==> src/rtl/pwm_pkg.sv <==
// Shared constants and types for the multi-channel PS/2-controlled PWM block.
package pwm_pkg;

  // PS/2 prefix bytes
  localparam logic [7:0] KEY_BRK = 8'hF0;
  localparam logic [7:0] KEY_EXT = 8'hE0;

  // Channel select keys (1, 2, 3, 4 on the number row)
  localparam logic [7:0] KEY_CH0 = 8'h16;
  localparam logic [7:0] KEY_CH1 = 8'h1E;
  localparam logic [7:0] KEY_CH2 = 8'h26;
  localparam logic [7:0] KEY_CH3 = 8'h25;

  // Duty level keys
  localparam logic [7:0] KEY_L41 = 8'h2B;
  localparam logic [7:0] KEY_L51 = 8'h15;
  localparam logic [7:0] KEY_L61 = 8'h33;
  localparam logic [7:0] KEY_L81 = 8'h22;
  localparam logic [7:0] KEY_L0  = 8'h45;

  // Duty levels, in counter states
  localparam logic [7:0] LVL_41 = 8'd41;
  localparam logic [7:0] LVL_51 = 8'd51;
  localparam logic [7:0] LVL_61 = 8'd61;
  localparam logic [7:0] LVL_81 = 8'd81;
  localparam logic [7:0] LVL_0  = 8'd0;

  typedef enum logic [1:0] {
    IDLE = 2'd0,
    BRK  = 2'd1,
    EXT  = 2'd2
  } dec_state_t;

endpackage

==> src/rtl/pwm_multi_ramp_if.sv <==
// Scancode byte stream from the PS/2 receiver.
interface pwm_multi_ramp_if;
  logic [7:0] scancode;
  logic       code_valid;

  modport master (output scancode, output code_valid);
  modport slave  (input  scancode, input  code_valid);
endinterface

==> src/rtl/pwm_channel_ramp.sv <==
// One PWM channel: target/active duty registers, slew-limited ramp applied at
// period boundaries, and edge/center-aligned compare with a registered output.
module pwm_channel_ramp #(
  parameter int CNT_W  = 10,
  parameter int PERIOD = 800,
  parameter int STEP   = 1
) (
  input  logic             clk,
  input  logic             rst_n,
  input  logic             boundary,
  input  logic             mode,
  input  logic [CNT_W-1:0] cnt,
  input  logic             wr,
  input  logic [7:0]       lvl,
  output logic             pwm,
  output logic             busy
);

  localparam int DW = CNT_W + 1;
  localparam logic [DW-1:0]   PER      = DW'(PERIOD);
  localparam logic [DW-1:0]   STP      = DW'(STEP);
  localparam logic [DW+7:0]   PER_WIDE = (DW+8)'(PERIOD);

  logic [DW-1:0] target;
  logic [DW-1:0] active;
  logic [DW-1:0] diff;
  logic [DW-1:0] delta;
  logic [DW-1:0] clamped;
  logic [DW-1:0] lo;
  logic [DW-1:0] hi;
  logic [DW-1:0] cnt_ext;
  logic [DW+7:0] lvl_wide;
  logic          pwm_nxt;

  assign lvl_wide = {{DW{1'b0}}, lvl};
  assign cnt_ext  = {1'b0, cnt};
  assign busy     = (active != target);

  // Clamp the requested level to the period, and size this boundary's ramp step.
  always_comb begin
    clamped = '0;
    diff    = '0;
    delta   = '0;
    if (lvl_wide > PER_WIDE) begin
      clamped = PER;
    end else begin
      clamped = lvl_wide[DW-1:0];
    end
    if (active < target) begin
      diff = target - active;
    end else begin
      diff = active - target;
    end
    if (diff < STP) begin
      delta = diff;
    end else begin
      delta = STP;
    end
  end

  // Target takes a new level whenever the decoder writes this channel.
  always_ff @(posedge clk or negedge rst_n) begin
    if (!rst_n) begin
      target <= '0;
    end else if (wr) begin
      target <= clamped;
    end
  end

  // Active duty moves toward target only at a period boundary, so no runts.
  always_ff @(posedge clk or negedge rst_n) begin
    if (!rst_n) begin
      active <= '0;
    end else if (boundary) begin
      if (active < target) begin
        active <= active + delta;
      end else if (active > target) begin
        active <= active - delta;
      end
    end
  end

  // Compare window: edge mode starts at 0, center mode is symmetric in the period.
  always_comb begin
    lo      = (PER - active) >> 1;
    hi      = lo + active;
    pwm_nxt = 1'b0;
    if (mode) begin
      pwm_nxt = (cnt_ext >= lo) && (cnt_ext < hi);
    end else begin
      pwm_nxt = (cnt_ext < active);
    end
  end

  // Registered output keeps the pin free of compare glitches.
  always_ff @(posedge clk or negedge rst_n) begin
    if (!rst_n) begin
      pwm <= 1'b0;
    end else begin
      pwm <= pwm_nxt;
    end
  end

endmodule

==> src/rtl/pwm_multi_ramp.sv <==
// Multi-channel PWM driven by PS/2 scancodes: key decoder, shared prescaler and
// period counter, and one ramping channel per output.
module pwm_multi_ramp
  import pwm_pkg::*;
#(
  parameter int CH     = 4,
  parameter int CNT_W  = 10,
  parameter int PERIOD = 800,
  parameter int PRESC  = 625,
  parameter int STEP   = 1
) (
  input  logic             clkdiv4,
  input  logic             reset,
  pwm_multi_ramp_if.slave  kbd,
  input  logic             center,
  output logic [CH-1:0]    pwm,
  output logic [1:0]       sel,
  output logic             ramping
);

  localparam int PRE_W = (PRESC > 1) ? $clog2(PRESC) : 1;

  logic [PRE_W-1:0] pre;
  logic [CNT_W-1:0] cnt;
  logic             tick;
  logic             boundary;
  logic             mode;
  dec_state_t       state;
  dec_state_t       state_nxt;
  logic [1:0]       sel_nxt;
  logic             wr;
  logic [7:0]       wr_lvl;
  logic [CH-1:0]    busy;

  assign tick     = (pre == PRE_W'(PRESC - 1));
  assign boundary = tick && (cnt == CNT_W'(PERIOD - 1));

  // Prescaler: one counter step every PRESC clocks.
  always_ff @(posedge clkdiv4 or negedge reset) begin
    if (!reset) begin
      pre <= '0;
    end else if (tick) begin
      pre <= '0;
    end else begin
      pre <= pre + PRE_W'(1);
    end
  end

  // Shared period counter, wrapping after PERIOD states.
  always_ff @(posedge clkdiv4 or negedge reset) begin
    if (!reset) begin
      cnt <= '0;
    end else if (boundary) begin
      cnt <= '0;
    end else if (tick) begin
      cnt <= cnt + CNT_W'(1);
    end
  end

  // Alignment mode changes only between periods.
  always_ff @(posedge clkdiv4 or negedge reset) begin
    if (!reset) begin
      mode <= 1'b0;
    end else if (boundary) begin
      mode <= center;
    end
  end

  // Decoder next state: break/extended prefixes swallow the following byte.
  always_comb begin
    state_nxt = state;
    sel_nxt   = sel;
    wr        = 1'b0;
    wr_lvl    = 8'd0;
    if (kbd.code_valid) begin
      case (state)
        IDLE: begin
          case (kbd.scancode)
            KEY_BRK: state_nxt = BRK;
            KEY_EXT: state_nxt = EXT;
            KEY_CH0: sel_nxt = 2'd0;
            KEY_CH1: if (CH > 1) sel_nxt = 2'd1; else sel_nxt = sel;
            KEY_CH2: if (CH > 2) sel_nxt = 2'd2; else sel_nxt = sel;
            KEY_CH3: if (CH > 3) sel_nxt = 2'd3; else sel_nxt = sel;
            KEY_L41: begin wr = 1'b1; wr_lvl = LVL_41; end
            KEY_L51: begin wr = 1'b1; wr_lvl = LVL_51; end
            KEY_L61: begin wr = 1'b1; wr_lvl = LVL_61; end
            KEY_L81: begin wr = 1'b1; wr_lvl = LVL_81; end
            KEY_L0:  begin wr = 1'b1; wr_lvl = LVL_0;  end
            default: state_nxt = IDLE;
          endcase
        end
        BRK: state_nxt = IDLE;
        EXT: begin
          if (kbd.scancode == KEY_BRK) begin
            state_nxt = BRK;
          end else begin
            state_nxt = IDLE;
          end
        end
        default: state_nxt = IDLE;
      endcase
    end else begin
      state_nxt = state;
    end
  end

  // Decoder state and channel select registers.
  always_ff @(posedge clkdiv4 or negedge reset) begin
    if (!reset) begin
      state <= IDLE;
      sel   <= 2'd0;
    end else begin
      state <= state_nxt;
      sel   <= sel_nxt;
    end
  end

  genvar i;
  generate
    for (i = 0; i < CH; i++) begin : g_ch
      pwm_channel_ramp #(
        .CNT_W  (CNT_W),
        .PERIOD (PERIOD),
        .STEP   (STEP)
      ) u_ch (
        .clk      (clkdiv4),
        .rst_n    (reset),
        .boundary (boundary),
        .mode     (mode),
        .cnt      (cnt),
        .wr       (wr && (sel == 2'(i))),
        .lvl      (wr_lvl),
        .pwm      (pwm[i]),
        .busy     (busy[i])
      );
    end
  endgenerate

  // Ramp status, registered from the channels' target/active registers.
  always_ff @(posedge clkdiv4 or negedge reset) begin
    if (!reset) begin
      ramping <= 1'b0;
    end else begin
      ramping <= |busy;
    end
  end

endmodule

==> src/flat_wrapper.sv <==
// flat-port wrapper written by rule: the top's interface ports become plain ports
module pwm_multi_ramp_flat import pwm_pkg::*;
#(
  parameter int CH     = 4,
  parameter int CNT_W  = 10,
  parameter int PERIOD = 800,
  parameter int PRESC  = 625,
  parameter int STEP   = 1
)
  (clkdiv4, reset, center, pwm, sel, ramping, kbd_scancode, kbd_code_valid);
  pwm_multi_ramp_if kbd_i ();
  input  logic clkdiv4;
  input  logic reset;
  input  logic center;
  output logic [CH-1:0] pwm;
  output logic [1:0] sel;
  output logic ramping;
  input wire logic [$bits(kbd_i.scancode)-1:0] kbd_scancode;
  input wire logic [$bits(kbd_i.code_valid)-1:0] kbd_code_valid;
  assign kbd_i.scancode = kbd_scancode;
  assign kbd_i.code_valid = kbd_code_valid;
  pwm_multi_ramp #(.CH(CH), .CNT_W(CNT_W), .PERIOD(PERIOD), .PRESC(PRESC), .STEP(STEP)) u_core (.clkdiv4(clkdiv4), .reset(reset), .kbd(kbd_i), .center(center), .pwm(pwm), .sel(sel), .ramping(ramping));
endmodule
==> config.mk <==
export PLATFORM = sky130hd
export DESIGN_NAME = pwm_multi_ramp_flat
export DESIGN_NICKNAME = d
export VERILOG_FILES = /design/src/rtl/pwm_pkg.sv /design/src/rtl/pwm_multi_ramp_if.sv /design/src/rtl/pwm_channel_ramp.sv /design/src/rtl/pwm_multi_ramp.sv /design/src/flat_wrapper.sv
export SDC_FILE = /design/constraint.sdc
export NUM_CORES = 1
export LEC_CHECK = 0
export CORE_MARGIN = 1.5
export CORE_UTILIZATION = 53
export CTS_BUF_LIST = sky130_fd_sc_hd__clkbuf_2 sky130_fd_sc_hd__clkbuf_4 sky130_fd_sc_hd__clkbuf_8
export DETAILED_ROUTE_END_ITERATION = 6
export PLACE_DENSITY = 0.81
export RECOVER_POWER = 25
export SLEW_MARGIN = 0
export SYNTH_ARGS = -nofsm -noshare
export SYNTH_HDL_FRONTEND = slang
export SYNTH_SLANG_ARGS = --single-unit
==> constraint.sdc <==
create_clock -name clkdiv4 -period 13.95 [get_ports clkdiv4]
set_clock_uncertainty 0.15 [all_clocks]
set_input_delay 4.185 -clock clkdiv4 [delete_from_list [all_inputs] [get_ports clkdiv4]]
set_output_delay 4.185 -clock clkdiv4 [all_outputs]
set_load 0.01 [all_outputs]
==> qor.yml <==
cts_tree: "built"
cts_buffer_depth: 2
fmax_ghz: 0.1531
hold_violations: 0
ys_types: 93
grt.total_usage: 0.2535
dp_hpwl_um: 26630
die_w_um: 165.9
num_io_pins: 19
synthMuxAreaShare: 0.03868
grt_max_degree: 73
met2_usage: 0.4221
netlist_area_um2: 14070
fin_nets: 1963
power.total_mw: 0.5338
place_congestion: 0.9525
async_flop_share: 1.000
htree_levels: 3
path_class: "primary input to flop"
violations: "capacitance limit, slew limit"
synthAdderAreaFrac: 0.2513
synth-simple-area-share: 0.1659
seq_area_frac_synth: 0.1814
post-route-util: 0.5649
synth_top_family_by_area: "adder cells"
first_iter_violations: 872
relSlewSlack: -0.2743
synthFlopType: "dfrtp_1"
grt_util_met3: 0.02169
cp-end-kind: "flop"
crit_required_ns: 14.14
antenna_left: 0
yosysTopAreaCellShare: 0.2285
final.setup.tns_ns: 0
syn2layout_area_growth_pct: 4.614
cts_made_buffers: 9
ctsRootBufferMaster: "clkbuf_8"
rows: 59
via_count: 12470
crit_fanout: 8
finalMaxSlewViolations: 32
grt_pass1_vias: 12210
coreArea_um2: 26060
grt_overflow_total: 0
drive_gt1_frac: 0.05229
vias_per_cell: 6.179
clk_pin_slew_ns: 0.13
ir_worst_vdd_mv: 0.04039
cp.arrival_ns: 6.72
period_needed_ns: 6.532
grt_util_met1: 0.3392
fin_hold_ws_ns: 0.3263
synth-xor-area-share: 0.08518
clock-sinks: 102
antenna_cells: 0
cts_setup_buffers: 0
firstDrtPassIters: 6
grt_antenna_before_repair: 0
ys_warn_count: 0
cap_viol_max_count: 1
syn_area_per_cell_um2: 8.361
worst_pin_slew_ns: 1.911
synth-compound-area-share: 0.2202
post-route-drc-count: 0
die_h_um: 165.9
clk_latency_ns: 0.43
die-area_um2: 27540
setup_viol_count_final: 0
p_leak_nw: 7.249
cp-start-kind: "primary input"
rsz0062_at_grt: "false"
io_buffers: 18
filler_cell_count: 2297
cts-hold-fix-buffers: 0
synth_area_leader_cell: "ha_1"
grt_pass1_wl_um: 58560
top_usage_layer: "met2"
p_per_area_nw_per_um2: 36.26
holdCritPathClass: "flop to flop"
cts_resized: 0
start_util: 0.5400
synth_edf_count: 0
yosys-top-cells-area: "ha_1 (23%), dfrtp_1 (18%), xnor2_1 (5.5%)"
netlist_instances: 1683
post-route-period-util: 0.4683
status: "complete, but fails checks"
post_drt_wl_per_cell_um: 17.20
synth_seq_cells: 102
routed_wl_um: 34700
-- path summary, 6_finish.rpt --
path | to | startpoint | cells past startpoint | slack (ns)
max in group asynchronous | u_core.cnt[2]$_DFFE_PN0P_ | reset | 2 | 7.74
setup / recovery | u_core.g_ch[3].u_ch.target[5]$_DFFE_PN0P_ | kbd_code_valid | 7 | 7.42
hold reg to reg | u_core.state[1]$_DFFE_PN0P_ | u_core.state[1]$_DFFE_PN0P_ | 1 | 0.33
setup reg to reg | u_core.g_ch[0].u_ch.active[10]$_DFFE_PN0P_ | u_core.g_ch[0].u_ch.active[2]$_DFFE_PN0P_ | 20 | 8.03
hold / removal | u_core.state[1]$_DFFE_PN0P_ | u_core.state[1]$_DFFE_PN0P_ | 1 | 0.33
min in group asynchronous | u_core.g_ch[2].u_ch.active[6]$_DFFE_PN0P_ | reset | 1 | 4.09
-- placed cells by master, fill, tap and decap left out, drive strengths merged, types with 16 or more instances in the layout --
cell type	synthesis	final
a21oi	104	104
and3	19	19
o21a	25	25
or3	30	30
o21ai	136	136
dfrtp	102	102
nand2b	25	25
mux2	35	35
fa	16	16
nor3	44	44
xor2	47	47
xnor2	89	89
clkdlybuf4s50	0	17
nor2	86	86
a211oi	19	19
nor2b	22	22
a21o	53	53
o31ai	21	21
nand4	16	16
inv	155	159
ha	257	257
nand3	45	45
nand2	99	99
-- final cells by class --
type	instances	area, um^2	share of cell area
clock buffers	9	123.9	0.008414
clock inverters	7	93.84	0.006374
inverters	160	600.6	0.04080
multi-input cells	1381	10720	0.7282
flip-flops and latches	102	2552	0.1734
well taps	335	419.2	0.02847
repair buffers	24	211.5	0.01436
-- Yosys cell counts, drive strengths merged, types with 8 or more instances --
cell type,number
xor2,47
nor3,44
buf,18
clkbuf,25
nor2b,22
nand3,45
or3,30
nand2b,25
nand4,16
o21a,25
o21ai,136
nor4,10
or2,10
nand2,99
a31oi,15
a21oi,104
and3,19
xnor2,89
nor2,86
a211oi,19
fa,16
a21boi,10
o31ai,21
dfrtp,102
mux2i,15
o41ai,11
a21o,53
and2,8
ha,257
mux2,35
inv,155
-- cells by family (layout without fill, tap and decap cells) --
logic type,count (synthesis),after routing
DFF,102,102
and+or+nand+nor,446,446
other,1,4
buffers and inverters,203,200
xor gates and xnor gates,136,136
adders and majority gates,273,273
AOI/OAI and AO/OA,472,472
muxes,50,50
-- metrics by stage --
step           std cells  setup WS, ns  instance area, um^2
3_5_place_dp        2002         7.026                14520
5_1_grt             2018         7.210                14720
4_1_cts             2018         7.454                14740
3_3_place_gp        2002         7.080                14520
2_1_floorplan       1686         7.786                14080
6_report            2018         7.418                14720
-- sequential cells by signal, summed over array words and instances (netlist names) --
register and flops:
u_core.ramping 1, u_core.mode 1, u_core.cnt 10, u_core.pre 10
u_core.sel 2, u_core.g_ch.u_ch.active 44, u_core.g_ch.u_ch.target 28, u_core.g_ch.u_ch.pwm 4
u_core.state 2
-- power breakdown --
group | internal (mW) | leakage [nW] | switching [mW]
clock network | 0.0745 | 0.108 | 0.142
logic | 0.00708 | 5.94 | 0.0127
registers | 0.297 | 1.20 | 0.00134
-- worst max-delay path: stages --
cell	delay (ns)
clkdlybuf4s50_1	0.50
or3b_2	0.55
or2_2	0.34
nor4b_1	0.71
or2_2	0.27
nor2_1	0.04
a21oi_1	0.12
-- layer usage --
metal	up-vias	part of all wire
met5	-	0
met4	0	0.032
met3	89	0.055
met2	378	0.46
met1	5925	0.45
li1	6077	-
(Power assumes the default switching activity.)
